File: config.mk
export PLATFORM = sky130hd
export DESIGN_NAME = meter_sequencer
export DESIGN_NICKNAME = d
export VERILOG_FILES = /design/src/rtl/meter_sequencer.sv
export SDC_FILE = /design/constraint.sdc
export NUM_CORES = 1
export LEC_CHECK = 0
export ABC_AREA = 1
export BUFFER_PORTS_ARGS = -buffer_cell sky130_fd_sc_hd__buf_2
export CAP_MARGIN = 20
export CORE_AREA = 4 4 258 260
export CTS_CLUSTER_DIAMETER = 30
export DETAILED_ROUTE_END_ITERATION = 10
export DIE_AREA = 0 0 262 264
export PLACE_DENSITY = 0.65
export SETUP_SLACK_MARGIN = 0.1
export SLEW_MARGIN = 20
export SYNTH_ARGS = -nofsm -noshare
export SYNTH_HDL_FRONTEND = slang
export SYNTH_SLANG_ARGS = --single-unit
File: constraint.sdc
create_clock -name Clk -period 4 [get_ports Clk]
set_input_delay 0.8 -clock Clk [delete_from_list [all_inputs] [get_ports Clk]]
set_output_delay 0.8 -clock Clk [all_outputs]
set_load 0.02 [all_outputs]
File: src/rtl/meter_sequencer.sv
// Frequency / period / duty measurement sequencer on one shared edge/clock counter.
// Optional METER_BCD_OUT_EN converts each non-timeout result to packed BCD.
module meter_sequencer #(
   parameter int unsigned GATE_CYCLES    = 100000000,
   parameter int unsigned TIMEOUT_CYCLES = 200000000,
   parameter int unsigned CNT_W          = 32
) (
   input  logic             Clk,
   input  logic             Rst,
   input  logic             En,
   input  logic [1:0]       ModeSel,
   input  logic             Sig,
   output logic [CNT_W-1:0] Result,
   output logic [1:0]       ResultMode,
   output logic             ResultValid,
   output logic             Timeout,
   output logic             Busy
);

   localparam int unsigned NW = CNT_W + 10;
   localparam int unsigned DW = $clog2(NW);

   localparam logic [1:0] M_FREQ = 2'd0;
   localparam logic [1:0] M_PER  = 2'd1;
   localparam logic [1:0] M_DUTY = 2'd2;
   localparam logic [1:0] M_AUTO = 2'd3;

   typedef enum logic [2:0] {
      S_IDLE,
      S_ARM,
      S_MEAS,
      S_DIV,
`ifdef METER_BCD_OUT_EN
      S_CONV,
`endif
      S_DONE
   } state_t;

`ifdef METER_BCD_OUT_EN
   localparam state_t S_FIN = S_CONV;
`else
   localparam state_t S_FIN = S_DONE;
`endif

   function automatic logic [CNT_W-1:0] sat_inc(input logic [CNT_W-1:0] x);
      return (&x) ? x : x + 1'b1;
   endfunction

   logic sync1, sync2, sig_q, rise, fall;

   always_ff @(posedge Clk) begin
      if (Rst) begin
         sync1 <= 1'b0;
         sync2 <= 1'b0;
         sig_q <= 1'b0;
         rise  <= 1'b0;
         fall  <= 1'b0;
      end else begin
         sync1 <= Sig;
         sync2 <= sync1;
         sig_q <= sync2;
         rise  <= sync2 & ~sig_q;
         fall  <= ~sync2 & sig_q;
      end
   end

   state_t           state;
   logic [1:0]       mode, ptr, nptr, sel_mode;
   logic             auto_r, hi_done, tmo;
   logic [CNT_W-1:0] cnt, gcnt, tmr, hi, den, rem, val;
   logic [NW-1:0]    num;
   logic [DW-1:0]    dcnt;

   logic [CNT_W-1:0] cnt_inc, gcnt_inc, tmr_inc, rem_nxt, quo;
   logic [CNT_W:0]   rem_sh;
   logic             q_bit, tmr_hit, gate_hit, in_meas;

   assign cnt_inc  = sat_inc(cnt);
   assign gcnt_inc = sat_inc(gcnt);
   assign tmr_inc  = sat_inc(tmr);
   assign tmr_hit  = (tmr == CNT_W'(TIMEOUT_CYCLES - 1));
   assign gate_hit = (gcnt == CNT_W'(GATE_CYCLES - 1));

   // restoring divider: one quotient bit per cycle, quotient shifts into num
   assign rem_sh  = {rem, num[NW-1]};
   assign q_bit   = (rem_sh >= {1'b0, den});
   assign rem_nxt = q_bit ? CNT_W'(rem_sh - {1'b0, den}) : rem_sh[CNT_W-1:0];
   assign quo     = {num[CNT_W-2:0], q_bit};

   assign nptr     = !auto_r ? ptr : (ptr == M_DUTY) ? M_FREQ : ptr + 2'd1;
   assign sel_mode = (ModeSel == M_AUTO) ? ptr : ModeSel;

`ifdef METER_BCD_OUT_EN
   localparam int unsigned BW = 4 * ((CNT_W + 2) / 3);

   function automatic logic [BW-1:0] dd_step(input logic [BW-1:0] b,
                                              input logic bin);
      logic [BW-1:0] t;
      t = b;
      for (int i = 0; i < int'(BW / 4); i++)
         if (t[4*i +: 4] >= 4'd5) t[4*i +: 4] = t[4*i +: 4] + 4'd3;
      return {t[BW-2:0], bin};
   endfunction

   logic [BW-1:0] bcd, bcd_nxt;
   assign bcd_nxt = dd_step(bcd, val[CNT_W-1]);
   assign in_meas = state inside {S_ARM, S_MEAS, S_DIV, S_CONV};
`else
   assign in_meas = state inside {S_ARM, S_MEAS, S_DIV};
`endif

   always_ff @(posedge Clk) begin
      if (Rst) begin
         state       <= S_IDLE;
         mode        <= M_FREQ;
         ptr         <= M_FREQ;
         auto_r      <= 1'b0;
         hi_done     <= 1'b0;
         tmo         <= 1'b0;
         cnt         <= '0;
         gcnt        <= '0;
         tmr         <= '0;
         hi          <= '0;
         den         <= '0;
         rem         <= '0;
         val         <= '0;
         num         <= '0;
         dcnt        <= '0;
         Result      <= '0;
         ResultMode  <= 2'd0;
         ResultValid <= 1'b0;
         Timeout     <= 1'b0;
         Busy        <= 1'b0;
`ifdef METER_BCD_OUT_EN
         bcd         <= '0;
`endif
      end else begin
         ResultValid <= 1'b0;
`ifdef METER_BCD_OUT_EN
         if (state != S_CONV) bcd <= '0;
         if (state != S_DIV && state != S_CONV) dcnt <= '0;
`else
         if (state != S_DIV) dcnt <= '0;
`endif
         if (!En && in_meas) begin
            state <= S_IDLE;
            Busy  <= 1'b0;
         end else begin
            unique case (state)
               S_IDLE: begin
                  if (En) begin
                     mode   <= sel_mode;
                     auto_r <= (ModeSel == M_AUTO);
                     tmr    <= '0;
                     state  <= S_ARM;
                     Busy   <= 1'b1;
                  end
               end
               S_ARM: begin
                  cnt     <= '0;
                  gcnt    <= '0;
                  hi_done <= 1'b0;
                  if (mode == M_FREQ) begin
                     state <= S_MEAS;
                  end else if (rise) begin
                     tmr   <= '0;
                     state <= S_MEAS;
                  end else if (tmr_hit) begin
                     val   <= '0;
                     tmo   <= 1'b1;
                     state <= S_DONE;
                  end else begin
                     tmr <= tmr_inc;
                  end
               end
               S_MEAS: begin
                  if (mode == M_FREQ) begin
                     gcnt <= gcnt_inc;
                     if (rise) cnt <= cnt_inc;
                     if (gate_hit) begin
                        val   <= rise ? cnt_inc : cnt;
                        tmo   <= 1'b0;
                        state <= S_FIN;
                     end
                  end else begin
                     cnt <= cnt_inc;
                     tmr <= tmr_inc;
                     if (mode == M_PER && rise) begin
                        val   <= cnt_inc;
                        tmo   <= 1'b0;
                        state <= S_FIN;
                     end else if (mode == M_DUTY && !hi_done && fall) begin
                        hi      <= cnt_inc;
                        hi_done <= 1'b1;
                        tmr     <= '0;
                     end else if (mode == M_DUTY && hi_done && rise) begin
                        num   <= NW'(hi) * NW'(1000);
                        den   <= cnt_inc;
                        rem   <= '0;
                        state <= S_DIV;
                     end else if (tmr_hit) begin
                        val   <= '0;
                        tmo   <= 1'b1;
                        state <= S_DONE;
                     end
                  end
               end
               S_DIV: begin
                  num  <= {num[NW-2:0], q_bit};
                  rem  <= rem_nxt;
                  dcnt <= dcnt + 1'b1;
                  if (dcnt == DW'(NW - 1)) begin
                     val   <= (den == '0) ? '0 : quo;
                     tmo   <= 1'b0;
                     dcnt  <= '0;
                     state <= S_FIN;
                  end
               end
`ifdef METER_BCD_OUT_EN
               S_CONV: begin
                  bcd  <= bcd_nxt;
                  val  <= val << 1;
                  dcnt <= dcnt + 1'b1;
                  if (dcnt == DW'(CNT_W - 1)) begin
                     val   <= (|bcd_nxt[BW-1:32]) ? CNT_W'(32'h9999_9999)
                                                  : CNT_W'(bcd_nxt[31:0]);
                     state <= S_DONE;
                  end
               end
`endif
               S_DONE: begin
                  Result      <= val;
                  ResultMode  <= mode;
                  Timeout     <= tmo;
                  ResultValid <= 1'b1;
                  ptr         <= nptr;
                  mode        <= (ModeSel == M_AUTO) ? nptr : ModeSel;
                  auto_r      <= (ModeSel == M_AUTO);
                  if (En) begin
                     tmr   <= '0;
                     state <= S_ARM;
                  end else begin
                     state <= S_IDLE;
                     Busy  <= 1'b0;
                  end
               end
               default: state <= S_IDLE;
            endcase
         end
      end
   end

endmodule

==> results.json <==
{
  "status": "complete, but fails checks",
  "violations": "negative setup slack",
  "setup_viol": 28,
  "synth_nets": 4175,
  "async_flop_share_pct": 0,
  "drv_slew": 0,
  "gp_congestion": 0.975,
  "slew_headroom_pct": 31.7,
  "die-area_mm2": 0.0692,
  "hpwl_mm": 62.4,
  "placed_area_mm2": 0.0278,
  "via_per_inst": 5.25,
  "grt_pass1_wl_mm": 136,
  "whs_ns": 0.390,
  "fillers": 6181,
  "wl_per_cell_um": 17.0,
  "peakVddDrop_mv": 0.480,
  "power.leakage_nw": 14.7,
  "core_area_mm2": 0.0641,
  "p_sw_mw": 4.66,
  "drt_iter0_drc": 2296,
  "layout_setup_ws_ns": -0.237,
  "grt_overflow_total": 0,
  "cp.required_ns": 4.53,
  "drt_wl_total_mm": 86.1,
  "combPwrFrac_pct": 22.0,
  "finClkSkew_ns": 0.0411,
  "htree_levels": 3,
  "cts_root_buffer": "clkbuf_16",
  "cts_buffers": 83,
  "clk_path_buf_depth": 3,
  "num_rows": 93,
  "yosysTopAreaCell": "dfxtp_1",
  "worst_slew_pin_slew_ns": 1.02,
  "synth_area_mm2": 0.0256,
  "seq_power_share_pct": 28.2,
  "drtAntennaViolNets": 0,
  "grt_pass1_vias": 24941,
  "netlist_top_cells_count": "nand2_1 (924), inv_1 (516), a21oi_1 (412), nor2_1 (412), nand3_1 (325)",
  "hold_viol": 0,
  "grt_max_degree": 89,
  "syn_inst": 3928,
  "synth.most_common_cell": "nand2_1",
  "finalPower_mw": 13.6,
  "powerDensity_mw_per_mm2": 417,
  "period_share_pct": 106,
  "p_int_mw": 8.89,
  "cts_tree": "yes",
  "synth-edff-count": 0,
  "worstPathArrival_ns": 4.77,
  "clkTransAtPathRegs_ns": 0.05,
  "power.share.clock_pct": 49.8,
  "antenna_found_initial": 1,
  "synth_ff_type": "dfxtp_1",
  "postCtsHoldBufs": 0,
  "fmax_ghz": 0.236,
  "crit_type": "reg -> reg",
  "start_kind": "flip-flop",
  "final.setup.tns_ns": -3.31,
  "grt_usage_pct": 24.2,
  "yosys.cell_types.count": 49,
  "synth.area.top_cells": "dfxtp_1 (25%), nand2_1 (14%), fa_1 (9.3%), a21oi_1 (8.1%), inv_1 (7.6%)",
  "rsz0062_at_grt": "true",
  "end_kind": "flip-flop",
  "yosys.area.top_type_share_pct": 25.4,
  "seq_area_mm2": 0.00652,
  "yosysSeqAreaShare_pct": 25.4,
  "fin_crit_ns": 4.24,
  "drive_gt1_share_pct": 19.1,
  "yosys_warnings": 0,
  "num_vias": 26624,
  "chipHeight_um": 264,
  "switching_share_pct": 34.4,
  "stdcell_area_mm2": 0.0325,
  "place_ws_ns": -0.445,
  "ys_ff_latch": 324,
  "io_pins": 43,
  "fp.dieW_um": 262,
  "area_growth_pct": 27.3,
  "firstDrtPassIters": 6,
  "initial_utilization_pct": 39.9,
  "portBuffers": 42,
  "clock_sinks": 324,
  "nNetsFinal": 4395,
  "avgSynthCellArea_um2": 6.51,
  "maxCapViolations": 0,
  "multi_input_area_mm2": 0.0179,
  "drc": 0,
  "crit_path_max_fanout": 4,
  "clock_latency_ns": 0.62,
  "hold_path.class": "in -> reg"
}
## stage by stage
step / std cells / utilization, %
2_1_floorplan: 3928 / -
3_3_place_gp: 4879 / 43.3
3_5_place_dp: 4879 / 43.3
4_1_cts: 5051 / 49.6
5_1_grt: 5069 / 50.7
6_report: 5070 / 50.7
## per-layer routing
layer	GRT usage, %	up-vias	wire (µm)
met5	0	-	0
met4	8.80	0	3190
met3	3.97	161	5620
met2	36.6	871	37300
met1	34.6	12379	39900
li1	-	13213	-
## cells in the final DEF (no fill, tap or decap), types with 21 or more instances in the layout
| master | count |
|---|---|
| nand2_1 | 867 |
| ha_4 | 28 |
| or2_2 | 31 |
| o211ai_1 | 33 |
| buf_4 | 228 |
| inv_1 | 464 |
| o21ai_2 | 21 |
| nor2_1 | 373 |
| a21oi_2 | 25 |
| a21oi_1 | 365 |
| nand3_1 | 305 |
| nand2_4 | 27 |
| a21oi_4 | 22 |
| dfxtp_1 | 304 |
| o21ai_1 | 21 |
| ha_1 | 94 |
| nor2_4 | 30 |
| buf_2 | 41 |
| fa_1 | 113 |
| o21ai_0 | 186 |
| clkbuf_16 | 84 |
| nand4_1 | 65 |
| inv_2 | 52 |
| xnor2_1 | 30 |
| nand3b_1 | 21 |
| nand2_2 | 40 |
| nor3_1 | 63 |
| xor2_1 | 30 |
## critical path: stages (launching register included)
cell	delay, ns
dfxtp_2	0.34
inv_4	0.05
fa_1	0.50
fa_1	0.58
fa_1	0.46
fa_1	0.58
inv_2	0.06
ha_4	0.31
nand2_4	0.08
buf_6	0.12
nor2_4	0.11
nand2_2	0.07
inv_2	0.07
nand4_1	0.14
nand3_2	0.18
nand2_2	0.08
nand2_2	0.06
nand2_2	0.05
nand3_2	0.09
nand2_2	0.08
a21oi_2	0.14
## final timing paths
check	start	endpoint	slack, ns	cells after the start
worst min register to register	sig_q$_SDFF_PP0_	rise$_SDFF_PP0_	0.41	1
worst min-delay path	Sig	sync1$_SDFF_PP0_	0.39	3
worst max register to register	hi[10]$_SDFFE_PP0P_	num[41]$_SDFFE_PP0P_	-0.24	20
worst max-delay path	hi[10]$_SDFFE_PP0P_	num[41]$_SDFFE_PP0P_	-0.24	20
## kinds of logic (layout without fill, tap and decap cells)
family	after synthesis	after routing	synth area share, %
AO/OA/AOI/OAI	731	731	15.1
XOR/XNOR	60	60	2.06
adder cells (fa/ha/maj)	241	241	15.3
buffers and inverters	683	969	10.4
flip-flops	324	324	25.4
other	0	1	0
AND/OR/NAND/NOR	1889	1889	31.7
## layout make-up
cell class | instances | share of cell area, %
diodes | 1 | 0.00769
clock buffers | 103 | 6.90
clock inverters | 48 | 1.90
inverters | 530 | 6.21
multi-input cells | 2921 | 55.0
flip-flops and latches | 324 | 20.0
well taps | 855 | 3.29
repair buffers | 288 | 6.61
## state kept, by name (all words and copies together), names as in the netlist, 2 cells and up
| name | count |
|---|---|
| num | 42 |
| Result | 32 |
| cnt | 32 |
| den | 32 |
| gcnt | 32 |
| hi | 32 |
| rem | 32 |
| tmr | 32 |
| val | 32 |
| dcnt | 6 |
| state | 3 |
| ResultMode | 2 |
| mode | 2 |
| ptr | 2 |
## power groups by stage
stage,combinational (mW),sequential (mW),clock [mW]
2_1_floorplan,2.15,3.80,0
3_3_place_gp,2.88,3.86,0
3_5_place_dp,2.90,3.86,0
4_1_cts,2.92,3.80,6.84
5_1_grt,3.27,3.84,7.04
6_report,2.98,3.82,6.75
## what timing repair did
item                                    CTS  global route
pin swaps                                97           108
endpoints found under the setup margin   32            32
setup buffers                            21            18
gates cloned                              0             0
resized for setup                       261           163
Power figures use the tool's default switching activity.
